<file path="config.mk">
export PLATFORM = sky130hd
export DESIGN_NAME = riscv_dbg_ring_serpentine
export DESIGN_NICKNAME = d
export VERILOG_FILES = /design/src/rtl/dii_package.sv /design/src/rtl/riscv_dbg_ring_pkg.sv /design/src/rtl/riscv_dbg_ring_fifo.sv /design/src/rtl/riscv_dbg_ring_serpentine.sv
export SDC_FILE = /design/constraint.sdc
export NUM_CORES = 1
export LEC_CHECK = 0
export ABC_AREA = 1
export CAP_MARGIN = 25
export CORE_UTILIZATION = 46
export CTS_CLUSTER_DIAMETER = 80
export DETAILED_ROUTE_END_ITERATION = 10
export GPL_TIMING_DRIVEN = 0
export PLACE_DENSITY = 0.76
export REMOVE_ABC_BUFFERS = 1
export SLEW_MARGIN = 40
export SYNTH_ARGS = -nofsm -noshare
export SYNTH_HDL_FRONTEND = slang
export SYNTH_SLANG_ARGS = --single-unit
</file>
<file path="constraint.sdc">
create_clock -name clk -period 1.91 [get_ports clk]
set_input_delay 0.191 -clock clk [delete_from_list [all_inputs] [get_ports clk]]
set_output_delay 0.191 -clock clk [all_outputs]
set_load 0.01 [all_outputs]
</file>
<file path="src/rtl/dii_package.sv">
// Debug interconnect flit type shared by the debug interface, tiles and ring fabric.
package dii_package;
    typedef struct packed {
        logic        valid;
        logic        last;
        logic [15:0] data;
    } dii_flit;
endpackage

</file>
<file path="src/rtl/riscv_dbg_ring_pkg.sv">
// Serpentine ordering helpers for the debug ring fabric.
package riscv_dbg_ring_pkg;
    // Even rows run x ascending, odd rows run x descending.
    function automatic int serp_pos(int x, int y, int cols);
        return y * cols + (((y % 2) != 0) ? (cols - 1 - x) : x);
    endfunction

    function automatic int serp_tile(int p, int cols);
        int row;
        int off;
        row = p / cols;
        off = p % cols;
        return row * cols + (((row % 2) != 0) ? (cols - 1 - off) : off);
    endfunction

    function automatic int cnt_width(int depth);
        return $clog2(depth) + 1;
    endfunction
endpackage

</file>
<file path="src/rtl/riscv_dbg_ring_fifo.sv">
// One ring hop for one channel: elastic FIFO with a registered head and
// a ready that depends only on the local fill level.
module riscv_dbg_ring_fifo
    import dii_package::*;
    import riscv_dbg_ring_pkg::*;
#(
    parameter int DEPTH = 2
) (
    input  logic    clk,
    input  logic    rst,
    input  dii_flit in_flit,
    output logic    in_ready,
    output dii_flit out_flit,
    input  logic    out_ready
);
    localparam int CW = cnt_width(DEPTH);
    localparam int AW = $clog2(DEPTH);

    dii_flit         mem [DEPTH];
    logic [AW-1:0]   wr_ptr;
    logic [AW-1:0]   rd_ptr;
    logic [CW-1:0]   count;
    logic            full;
    logic            empty;
    logic            push;
    logic            pop;

    assign full  = (count == CW'(DEPTH));
    assign empty = (count == '0);

    // A full FIFO refuses input even if it pops this cycle, which keeps
    // downstream ready out of the upstream ready path.
    assign in_ready = !full && !rst;
    assign out_flit = (empty || rst) ? '0 : mem[rd_ptr];

    assign push = in_flit.valid && in_ready;
    assign pop  = out_flit.valid && out_ready;

    always_ff @(posedge clk) begin
        if (push)
            mem[wr_ptr] <= in_flit;
    end

    always_ff @(posedge clk) begin
        if (rst) begin
            wr_ptr <= '0;
            rd_ptr <= '0;
            count  <= '0;
        end else begin
            if (push)
                wr_ptr <= wr_ptr + AW'(1);
            if (pop)
                rd_ptr <= rd_ptr + AW'(1);
            case ({push, pop})
                2'b10:   count <= count + CW'(1);
                2'b01:   count <= count - CW'(1);
                default: count <= count;
            endcase
        end
    end
endmodule

</file>
<file path="src/rtl/riscv_dbg_ring_serpentine.sv">
// Serpentine debug ring: host -> tiles in serpentine order -> host, one FIFO per hop per channel.
// Optional per-hop packet counters and stall flags under RISCV_DBG_RING_STATS_EN.
module riscv_dbg_ring_serpentine
    import dii_package::*;
    import riscv_dbg_ring_pkg::*;
#(
    parameter  int X             = 2,
    parameter  int Y             = 2,
    parameter  int RING_CHANNELS = 2,
    parameter  int BUF_DEPTH     = 2,
    localparam int NODES         = X * Y,
    localparam int HOPS          = NODES + 1
) (
    input  logic                                      clk,
    input  logic                                      rst,
    input  dii_flit [RING_CHANNELS-1:0]               host_ring_out,
    output logic    [RING_CHANNELS-1:0]               host_ring_out_ready,
    output dii_flit [RING_CHANNELS-1:0]               host_ring_in,
    input  logic    [RING_CHANNELS-1:0]               host_ring_in_ready,
    input  dii_flit [NODES-1:0][RING_CHANNELS-1:0]    tile_ring_out,
    output logic    [NODES-1:0][RING_CHANNELS-1:0]    tile_ring_out_ready,
    output dii_flit [NODES-1:0][RING_CHANNELS-1:0]    tile_ring_in,
    input  logic    [NODES-1:0][RING_CHANNELS-1:0]    tile_ring_in_ready
`ifdef RISCV_DBG_RING_STATS_EN
    ,
    output logic    [HOPS-1:0][RING_CHANNELS-1:0][31:0] hop_pkt_count,
    output logic    [HOPS-1:0][RING_CHANNELS-1:0]       hop_stall
`endif
);
    dii_flit [HOPS-1:0][RING_CHANNELS-1:0] hop_in;
    dii_flit [HOPS-1:0][RING_CHANNELS-1:0] hop_out;
    logic    [HOPS-1:0][RING_CHANNELS-1:0] hop_in_ready;
    logic    [HOPS-1:0][RING_CHANNELS-1:0] hop_out_ready;

    for (genvar h = 0; h < HOPS; h++) begin : g_hop
        // Hop h is fed by the host (h == 0) or by the tile at position h-1.
        if (h == 0) begin : g_src_host
            assign hop_in[h]           = host_ring_out;
            assign host_ring_out_ready = hop_in_ready[h];
        end else begin : g_src_tile
            localparam int T = serp_tile(h - 1, X);
            assign hop_in[h]              = tile_ring_out[T];
            assign tile_ring_out_ready[T] = hop_in_ready[h];
        end

        if (h == NODES) begin : g_dst_host
            assign host_ring_in     = hop_out[h];
            assign hop_out_ready[h] = host_ring_in_ready;
        end else begin : g_dst_tile
            localparam int T = serp_tile(h, X);
            assign tile_ring_in[T]  = hop_out[h];
            assign hop_out_ready[h] = tile_ring_in_ready[T];
        end

        for (genvar c = 0; c < RING_CHANNELS; c++) begin : g_ch
            riscv_dbg_ring_fifo #(.DEPTH(BUF_DEPTH)) u_fifo (
                .clk       (clk),
                .rst       (rst),
                .in_flit   (hop_in[h][c]),
                .in_ready  (hop_in_ready[h][c]),
                .out_flit  (hop_out[h][c]),
                .out_ready (hop_out_ready[h][c])
            );

`ifdef RISCV_DBG_RING_STATS_EN
            always_ff @(posedge clk) begin
                if (rst) begin
                    hop_pkt_count[h][c] <= '0;
                    hop_stall[h][c]     <= 1'b0;
                end else begin
                    if (hop_in[h][c].valid && hop_in_ready[h][c] && hop_in[h][c].last)
                        hop_pkt_count[h][c] <= hop_pkt_count[h][c] + 32'd1;
                    hop_stall[h][c] <= hop_out[h][c].valid && !hop_out_ready[h][c];
                end
            end
`endif
        end
    end
endmodule

</file>
---- Word level (Yosys, flattened, before mapping) ----
Memory sizes are Yosys's and may differ from the RTL's. A register that Yosys moved wholly into a read port is not among the register bits.
Cells that the tools add are included.
operators by class
  add/sub/neg operators ................... 40
  $mul .................................... 0
  div/mod/pow operators ................... 0
  order comparisons ....................... 0
  equality and inequality tests ........... 30
  shift operators ......................... 0
  mux-type cells .......................... 60
  bitwise gates (word level) .............. 0
  reductions and logical operators ........ 71
operators with widths
  cell                 number
  $mux 18              10
  $eq 2x2->1 const B   20
  $mux 1               40
  $pmux 2 s2           10
  $logic_and 1x1->1    30
  $add 1x1->1 const B  20
  $add 2x1->2 const B  10
  $eq 2x1->1 const B   10
  $logic_not 2->1      10
  $reduce_bool 2->1    10
  $sub 2x1->2 const B  10
  $logic_not 1->1      11
  $logic_or 1x1->1     10
word-level totals
  register bits after elaboration ......... 40
  latch bits .............................. 0
  bits in writable memories ............... 360
  ROM bits ................................ 0
  bits of input ports ..................... 192
  output and inout bits ................... 190
  word-level logic and storage cells ...... 241
  memories kept ........................... 10
memories
  name                         words  width  rd ports  clocked after memory_dff  write ports  RTL line                   source
  g_hop[0].g_ch[0].u_fifo.mem  2      18     1         1                         1            riscv_dbg_ring_fifo.sv:19  dii_flit mem [DEPTH];
  g_hop[0].g_ch[1].u_fifo.mem  2      18     1         1                         1            riscv_dbg_ring_fifo.sv:19
  g_hop[1].g_ch[0].u_fifo.mem  2      18     1         1                         1            riscv_dbg_ring_fifo.sv:19
  g_hop[1].g_ch[1].u_fifo.mem  2      18     1         1                         1            riscv_dbg_ring_fifo.sv:19
  g_hop[2].g_ch[0].u_fifo.mem  2      18     1         1                         1            riscv_dbg_ring_fifo.sv:19
  g_hop[2].g_ch[1].u_fifo.mem  2      18     1         1                         1            riscv_dbg_ring_fifo.sv:19
  4 more memories              n/a    n/a    n/a       n/a                       n/a          n/a

---- Depth between registers and ports, before layout ----
Gate-level depths: netlist (run 1).
  depth after elaboration ................. 6
  gate-level depth with buffers ........... 13
  depth with buffers taken out ............ 12

---- Cells and area by module ----
Synthesis (run 1) repeated with hierarchy kept, for this count alone.
second synthesis, totals
  cell total of the unflattened synthesis .. 1,690
  area, all modules ....................... 18,017.3 sq um
by module, submodules not included
  module               times used  cells an instance  area an instance (sq um)  seq. area each (sq um)
  riscv_dbg_ring_fifo  10          169                1,801.7                   1,181.1

---- Least setup slack after synthesis (run 1) ----
No wires, ideal clock.
  kind .................................... reg2reg
  start ................................... reg g_hop[0].g_ch[0].u_fifo.count[0]
  end ..................................... mem g_hop[0].g_ch[0].u_fifo.mem[0][0] in the netlist's numbering, enable pin
  arrival ................................. 1,447 ps
  data required time ...................... 1,518 ps
  path slack .............................. 71 ps
  stages on the path, launching flop included .. 5
  path buffers ............................ 0
  period minus slack after synthesis ...... 1,839 ps
  path through ............................ dfxtp_1 > inv_1 > a21oi_2 > nand2_1 > nor2_1
on the way
  longest elaborated chain between the ends .. 6
ends and longest elaborated chain
  item                                  RTL line                   source
  from (decl)                           riscv_dbg_ring_fifo.sv:22  logic [CW-1:0] count;
  from (signal assigned)                riscv_dbg_ring_fifo.sv:55  2'b10: count <= count + CW'(1);
  from (signal assigned)                riscv_dbg_ring_fifo.sv:56  2'b01: count <= count - CW'(1);
  from (signal assigned)                riscv_dbg_ring_fifo.sv:57  default: count <= count;
  $eq 2x2->1                            riscv_dbg_ring_fifo.sv:28  assign full = (count == CW'(DEPTH));
  $logic_not 1->1                       riscv_dbg_ring_fifo.sv:33  assign in_ready = !full && !rst;
  $logic_and 1x1->1                     riscv_dbg_ring_fifo.sv:33
  via g_hop[0].g_ch[0].u_fifo.in_ready  riscv_dbg_ring_fifo.sv:12  output logic in_ready,
  $logic_and 1x1->1                     riscv_dbg_ring_fifo.sv:36  assign push = in_flit.valid && in_ready;
  $mux 1                                riscv_dbg_ring_fifo.sv:40  if (push)
  $mux 1 (implied by the code)          riscv_dbg_ring_fifo.sv:41  mem[wr_ptr] <= in_flit;
  to (decl)                             riscv_dbg_ring_fifo.sv:19
The timed path passes the listed nets, and every way through them passes these cells.

==> results of run 1 <==
[power by group through the flow]
stage | registers (mW) | logic (mW) | clock network, mW
after CTS | 10.3 | 2.20 | 7.95
after global placement | 10.4 | 1.79 | 0
after floorplan | 10.4 | 0.784 | 0
after global routing | 10.3 | 2.56 | 8.29
final | 10.3 | 2.35 | 7.79
after detailed placement | 10.5 | 1.88 | 0
[cells in the final DEF (no fill, tap or decap), drive strengths merged]
| master | instances |
|---|---|
| inv | 262 |
| buf | 202 |
| dfxtp | 50 |
| clkdlybuf4s50 | 190 |
| clkinvlp | 2 |
| clkdlybuf4s15 | 33 |
| nor2 | 97 |
| nor3 | 10 |
| nand4 | 10 |
| dlygate4sd2 | 40 |
| clkinv | 16 |
| diode | 2 |
| o21ai | 10 |
| a21oi | 30 |
| ha | 10 |
| dlymetal6s2s | 3 |
| bufinv | 1 |
| nand3 | 20 |
| clkbuf | 104 |
| edfxtp | 360 |
| nand2 | 790 |
[flip-flops by register name, summed over array words and instances, names as in the netlist, named ones only]
register	flops
g_hop.g_ch.u_fifo.rd_ptr	10
g_hop.g_ch.u_fifo.wr_ptr	10
g_hop.g_ch.u_fifo.mem	360
g_hop.g_ch.u_fifo.count	20
[how the worst max path moves through the flow]
stage,from,to,slack [ns],cells after the start
6_report,g_hop[1].g_ch[0].u_fifo.count[1],tile_ring_in[44],-0.03,6
3_3_place_gp,rst,tile_ring_in[118],-2.08,5
2_1_floorplan,g_hop[2].g_ch[0].u_fifo.count[1],g_hop[2].g_ch[0].u_fifo.count[1],-0.14,9
3_5_place_dp,rst,g_hop[3].g_ch[1].u_fifo.count[1],-0.66,9
4_1_cts,g_hop[4].g_ch[1].u_fifo.count[1],host_ring_in[31],-0.18,5
5_1_grt,g_hop[0].g_ch[1].u_fifo.count[0],tile_ring_in[28],-0.10,6
[metal layers]
metal | track usage, % | share of wire, %
met1 | 27.0 | 38
met2 | 41.9 | 52
met3 | 5.60 | 7.1
met4 | 7.41 | 2.5
met5 | 0 | 0.029
[stage by stage]
stage | power, mW | util, % | setup WS, ns
after detailed placement | 12.3 | 57.8 | -0.661
final | 20.4 | 65.9 | -0.0290
after global placement | 12.2 | 57.4 | -2.08
after global routing | 21.1 | 65.9 | -0.104
after floorplan | 11.2 | - | -0.140
after CTS | 20.4 | 64.7 | -0.185
[critical path, cell delays in order, from the launching register on]
cell,delay (ns)
dfxtp_4,0.35
nor2_4,0.20
buf_6,0.14
nor2_4,0.05
nand2_1,0.11
inv_1,0.06
dlygate4sd2_1,0.28
[area by class of cell]
type / count / share of cell area, %
sequential: 410 / 49.4
timing repair buffer: 512 / 19.6
multi-input combinational: 977 / 18.7
clock buffer: 60 / 4.90
inverter: 261 / 4.42
tap: 468 / 2.43
clock inverter: 19 / 0.524
timing repair inverter: 1 / 0.0674
antenna: 2 / 0.0207
[cells by family (layout without fill, tap and decap cells)]
family / count (synthesis) / in the layout / share of synthesized area, %
buf+inv: 327 / 853 / 8.34
flops: 410 / 410 / 69.2
simple gates: 910 / 927 / 20.4
other cells: 0 / 2 / 0
compound gates: 40 / 40 / 1.39
fa+ha+maj: 10 / 10 / 0.733
[what timing repair did]
item / in CTS / in global routing
hold buffers: 0 / 0
cloned: 18 / 1
pin swaps: 33 / 40
resized for setup: 612 / 214
endpoints found under the setup margin: 210 / 140
setup buffers: 104 / 30
==> results by group, run 1 <==
STA
  • PnR worst setup slack: -0.0290 ns
  • Max Fclk: 516 MHz
  • Setup TNS: -0.0290 ns
  • Final period demand of the worst path: 1.94 ns
  • Worst slew pin tran: 0.839 ns
  • Max Slew Vio Count: 0
  • Final setup violation count: 1
  • Final hold vios: 0
  • Slew margin rel.: 44.1%
  • Final worst-path cycle share: 102%
  • Clock Skews: 0.0156 ns
  • RSZ-0062 raised after global routing: true
  • Hold slack: 0.213 ns

Cells and area
  • # fillers: 2,716
  • Final cell count without fillers: 2,710
  • Area occupied by multi-input gates: 4500 sq um
  • Area Overhead vs Synth: 41.3%
  • Seq. cell area: 11,900 sq um
  • Share of cells above drive strength 1: 21.7%
  • Final net count: 2,408
  • Final instance area: 24,100 sq um

Global routing
  • Vias in the first global route: 13,400
  • Global-route wire length before repair: 68,800 um
  • GR Overflow Total: 0
  • Largest net degree at the start of global routing: 41
  • Initial antenna violation count: 3
  • Total global-route track usage: 23.2%

Placement
  • Post-detail-place hpwl: 26,200 um
  • Placed insts: 2,481
  • GPL Wtd Cong: 0.775
  • Area after DPL: 21,200 sq um
  • Input/output buffers: 381

Clock tree
  • Worst skew pair latency: 0.55 ns
  • Deepest clock path buffer count: 3
  • TritonCTS clock tree: done
  • Num CTS Buffers: 43
  • Htree depth: 2
  • Clock Tree Root: clkbuf_16
  • CTS Sinks: 410
  • Reg clk slew, reported paths: 0.06 ns

Synthesis
  • Syn Area/Cell: 10.1 sq um
  • Dominant cell type by area after synthesis: edfxtp_1
  • EDFF count, synth: 360
  • FFs w/ async S/R, synth: 0%
  • Register area share after synthesis: 69.2%
  • Most frequent cell after synthesis: nand2_1
  • Ys flop type: edfxtp_1
  • Most common library cells after synthesis: nand2_1 (790), edfxtp_1 (360), inv_1 (251)
  • Yosys Warn Count: 0
  • Yosys top cell area share: 63.3%
  • Synth unique cells: 17
  • Post-Syn Area: 17,100 sq um
  • Synth area leaders: edfxtp_1 (63%), nand2_1 (17%), dfxtp_1 (5.9%), inv_1 (5.5%), nor2_1 (1.8%)
  • Flop and latch count out of synthesis: 410
  • Syn Inst Count: 1,697

Pwr
  • Power per cell area: 845 nW/um^2
  • Leakage: 11.4 nW
  • Comb power frac: 11.5%
  • Sequential power share: 50.3%
  • Maximum vdd drop: 0.000812 V
  • Sw Pwr: 4.71 mW
  • Sw Share: 23.1%
  • Clock power frac: 38.2%
  • Internal power: 15.7 mW

Worst hold path
  • Hold wc startpoint: tile_ring_out[34]
  • Hold EP: g_hop[1].g_ch[1].u_fifo.mem[0][16]
  • Worst min path class: in2reg
  • Hold Path Cell Cnt: 1

Worst setup path
  • Worst setup SP type: flop
  • RR Endpoint: g_hop[1].g_ch[1].u_fifo.count[1]
  • Reg2Reg Depth: 10
  • Setup crit end kind: primary output
  • Worst EP required: 1.72 ns
  • Peak fanout along the critical path: 5
  • CP Class: reg2out
  • Reg2reg start: g_hop[1].g_ch[1].u_fifo.count[0]
  • R2R Setup Slk: 0.02 ns
  • CP arrival: 1.75 ns

Floorplan
  • Row count: 70
  • Die area: 37,900 sq um
  • I/O Pins: 382
  • Die Span X: 195 um
  • Die Span Y: 195 um
  • Core area: 36,600 sq um
  • Initial Utilization: 46.6%

Job
  • Max cap viols: 0

Route
  • Remaining DRCs: 0
  • Initial detailed-routing violation count: 590
  • Total vias in the final route: 13,100
  • Drt pass-1 iters: 5
  • Routed WL: 44,300 um
  • Vias per inst: 4.83
  • Routed len/inst: 16.4 um
  • Post-route ant nets: 0

Run status
  • Failing checks: negative setup slack
  • Status: finished with violations
(Power assumes the default switching activity.)
==> run 2: changes to the inputs <==
- TNS_END_PERCENT: unset -> 5
==> run 2 against run 1 <==
  * The run still ends with negative setup slack left
  * Routed wire length decreased by 5.0%
  * Worst setup slack worse by 0.16 ns
  * Core utilization down 2.1 points
  * Worst hold slack got worse by 0.0017 ns
  * Clock power is essentially flat
  * Count of clock-buffer cells in the layout unchanged
  * Clock skew up 0.0033 ns
  * Sequential share of layout area is 1.5 points higher
  * Maximum frequency down 7.8%
  * Critical path depth is the same
  * Critical path type unchanged
  * Largest cell class unchanged
==> results by group, run 2 (synthesis gave the netlist of run 1 again) <==
Cells and area
  • Max reg flops: 360 (unchanged)
  • Final instance area: 23,300 sq um (was 24,100 sq um)
  • Commonest cells after routing, fill and taps aside: nand2_1 (784), edfxtp_1 (360), inv_1 (245) (was nand2_1 (747), edfxtp_1 (360), inv_1 (229))
  • Biggest regs: g_hop.g_ch.u_fifo.mem: 360 flops, g_hop.g_ch.u_fifo.count: 20 flops (unchanged)
  • Final net count: 2,328 (was 2,408)
  • Area Overhead vs Synth: 36.7% (was 41.3%)
  • Share of cells above drive strength 1: 13.0% (was 21.7%)
  • Commonest non-fill, non-tap cell in the layout: nand2_1 (unchanged)
  • Final design utilization: 63.7% (was 65.9%)
  • Reg with most FFs: g_hop.g_ch.u_fifo.mem (unchanged)

STA
  • Slew margin rel.: 47.5% (was 44.1%)
  • Max Fclk: 476 MHz (was 516 MHz)
  • PnR worst setup slack: -0.192 ns (was -0.0290 ns)
  • Final hold vios: 0 (unchanged)
  • Final period demand of the worst path: 2.10 ns (was 1.94 ns)
  • Final worst-path cycle share: 110% (was 102%)
  • Max Slew Vio Count: 0 (unchanged)
  • Clock Skews: 0.0189 ns (was 0.0156 ns)
  • Setup TNS: -0.989 ns (was -0.0290 ns)
  • Worst slew pin tran: 0.787 ns (was 0.839 ns)
  • Final setup violation count: 14 (was 1)
  • RSZ-0062 raised after global routing: true (unchanged)

Pwr
  • Total power: 20.1 mW (was 20.4 mW)
  • Sequential power share: 51.0% (was 50.3%)
  • Sw Share: 22.9% (was 23.1%)
  • Power per cell area: 862 nW/um^2 (was 845 nW/um^2)
  • Sw Pwr: 4.61 mW (was 4.71 mW)
  • Internal power: 15.5 mW (was 15.7 mW)
  • Comb power frac: 10.3% (was 11.5%)
  • Clock power frac: 38.7% (was 38.2%)
  • Leakage: 11.2 nW (was 11.4 nW)
  • Maximum vdd drop: 0.000806 V (was 0.000812 V)

Worst setup path
  • Reg2reg start: g_hop[1].g_ch[1].u_fifo.count[1] (was g_hop[1].g_ch[1].u_fifo.count[0])
  • RR Endpoint: g_hop[1].g_ch[1].u_fifo.count[1] (unchanged)
  • CP arrival: 1.91 ns (was 1.75 ns)
  • Crit-path cells: nor2_4 > nor2_4 > buf_12 > nand2_1 > inv_1 > clkdlybuf4s50_1 (was nor2_4 > buf_6 > nor2_4 > nand2_1 > inv_1 > dlygate4sd2_1)
  • Worst EP required: 1.72 ns (about the same)
  • Top cell by count, worst path: nor2_4 (unchanged)
  • Crit path max-delay cell type: clkdlybuf4s50_1 (was dfxtp_4)
  • Reg2Reg Depth: 10 (unchanged)
  • WP buf/inv: 3 (unchanged)
  • Critical path's top delay family: buffers and inverters (unchanged)
  • R2R Setup Slk: 0.03 ns (was 0.02 ns)
  • Setup crit end kind: primary output (unchanged)
  • CP max stage delay: 0.52 ns (was 0.35 ns)
  • Worst setup SP type: flop (unchanged)
  • Peak fanout along the critical path: 10 (was 5)
  • CP Class: reg2out (unchanged)

Clock tree
  • Num CTS Buffers: 43 (unchanged)
  • Clock Tree Root: clkbuf_16 (unchanged)
  • Post-CTS Hold Buffers: 0 (unchanged)
  • TritonCTS clock tree: done (unchanged)
  • Deepest clock path buffer count: 3 (unchanged)
  • Reg clk slew, reported paths: 0.06 ns (about the same)
  • Worst skew pair latency: 0.55 ns (about the same)
  • CTS Sinks: 410 (unchanged)
  • Htree depth: 2 (unchanged)

Worst hold path
  • Hold wc startpoint: tile_ring_out[34] (unchanged)
  • Hold EP: g_hop[1].g_ch[1].u_fifo.mem[0][16] (unchanged)
  • Hold Path Cell Cnt: 1 (unchanged)
  • Worst min path class: in2reg (unchanged)

Floorplan
  • I/O Pins: 382 (unchanged)
  • Die Span X: 195 um (unchanged)
  • Die Span Y: 195 um (unchanged)
  • Row count: 70 (unchanged)
  • Die area: 37,900 sq um (unchanged)
  • Core area: 36,600 sq um (unchanged)
  • Initial Utilization: 46.6% (unchanged)

Global routing
  • Initial antenna violation count: 3 (unchanged)
  • Global-route wire length before repair: 66,000 um (was 68,800 um)
  • Largest net degree at the start of global routing: 41 (unchanged)
  • Vias in the first global route: 12,900 (was 13,400)
  • GR Overflow Total: 0 (unchanged)
  • Total global-route track usage: 22.2% (was 23.2%)

Run status
  • Failing checks: negative setup slack (unchanged)
  • Status: finished with violations (unchanged)

Route
  • Uppermost layer routed: met5 (unchanged)
  • WL met1: 16,400 um (was 16,900 um)
  • DR WL met3: 3010 um (was 3150 um)
  • Routed len/inst: 16.0 um (was 16.4 um)
  • DR WL met2: 21,700 um (was 23,100 um)
  • Drt pass-1 iters: 5 (unchanged)
  • Initial detailed-routing violation count: 681 (was 590)
  • Total vias in the final route: 12,600 (was 13,100)
  • Vias per inst: 4.81 (was 4.83)
  • Routed WL: 42,100 um (was 44,300 um)
  • Remaining DRCs: 0 (unchanged)
  • Post-route ant nets: 0 (unchanged)

Placement
  • GPL Wtd Cong: 0.775 (unchanged)
  • Input/output buffers: 381 (unchanged)
  • Area after DPL: 21,200 sq um (unchanged)
  • Post-detail-place hpwl: 26,200 um (unchanged)
  • Pre-CTS WS: -0.661 ns (unchanged)

Job
  • Max cap viols: 0 (unchanged)
-- run 2: cell count changes in the layout (fill, tap and decap cells not counted), sizes merged --
cell / previous run / this run
clkinv: 16 / 17
clkinvlp: 2 / 1
clkdlybuf4s50: 190 / 195
dlygate4sd2: 40 / 100
dlymetal6s2s: 3 / 10
buf: 202 / 71
clkbuf: 104 / 90
nor2: 97 / 95
clkdlybuf4s15: 33 / 28
-- run 2: worst max path at each step --
| stage | startpoint | end | slack [ns] | cells past startpoint |
|---|---|---|---|---|
| final | g_hop[4].g_ch[0].u_fifo.count[1] | host_ring_in[15] | -0.19 | 6 |
| after global routing | g_hop[4].g_ch[0].u_fifo.count[1] | host_ring_in[15] | -0.26 | 6 |
| after CTS | g_hop[4].g_ch[0].u_fifo.count[0] | host_ring_in[0] | -0.24 | 6 |
| after detailed placement | rst | g_hop[3].g_ch[1].u_fifo.count[1] | -0.66 | 9 |
| after global placement | rst | tile_ring_in[118] | -2.08 | 5 |
| after floorplan | g_hop[2].g_ch[0].u_fifo.count[1] | g_hop[2].g_ch[0].u_fifo.count[1] | -0.14 | 9 |
-- run 2: final cells by class --
| class | instances | area (sq um) |
|---|---|---|
| clock buffers | 60 | 1180 |
| repair buffers | 434 | 4170 |
| clock inverters | 19 | 126 |
| diodes | 2 | 5.00 |
| flip-flops and latches | 410 | 11900 |
| fillers | 2828 | 13300 |
| multi-input cells | 975 | 4300 |
| inverters | 261 | 1060 |
| well taps | 468 | 586 |
| repair inverters | 1 | 16.3 |
-- run 2: routing by layer --
metal  GRT usage, %  up-vias
li1               -     6213
met1           26.2     5951
met2           39.5      402
met3           5.60       79
met4           7.11        2
met5              0        -
-- run 2: timing repair --
item	in CTS	in global routing
setup endpoints to repair	210	149
buffers inserted	44	8
gates resized for setup	418	93
hold endpoints to repair	0	0
cloned	15	1
pin swaps	30	12
-- run 2: power by group through the flow --
stage	Combinational, mW	Sequential [mW]	Clock [mW]
2_1_floorplan	0.784	10.4	0
3_3_place_gp	1.79	10.4	0
3_5_place_dp	1.88	10.5	0
4_1_cts	2.04	10.3	7.95
5_1_grt	2.27	10.3	8.28
6_report	2.07	10.3	7.80
-- run 2: stage by stage --
step | cells | hold slack [ns]
6_report | 2630 | 0.211
5_1_grt | 2629 | 0.192
4_1_cts | 2619 | 0.172
3_5_place_dp | 2481 | 0.485
3_3_place_gp | 2480 | 0.442
2_1_floorplan | 1631 | 0.290
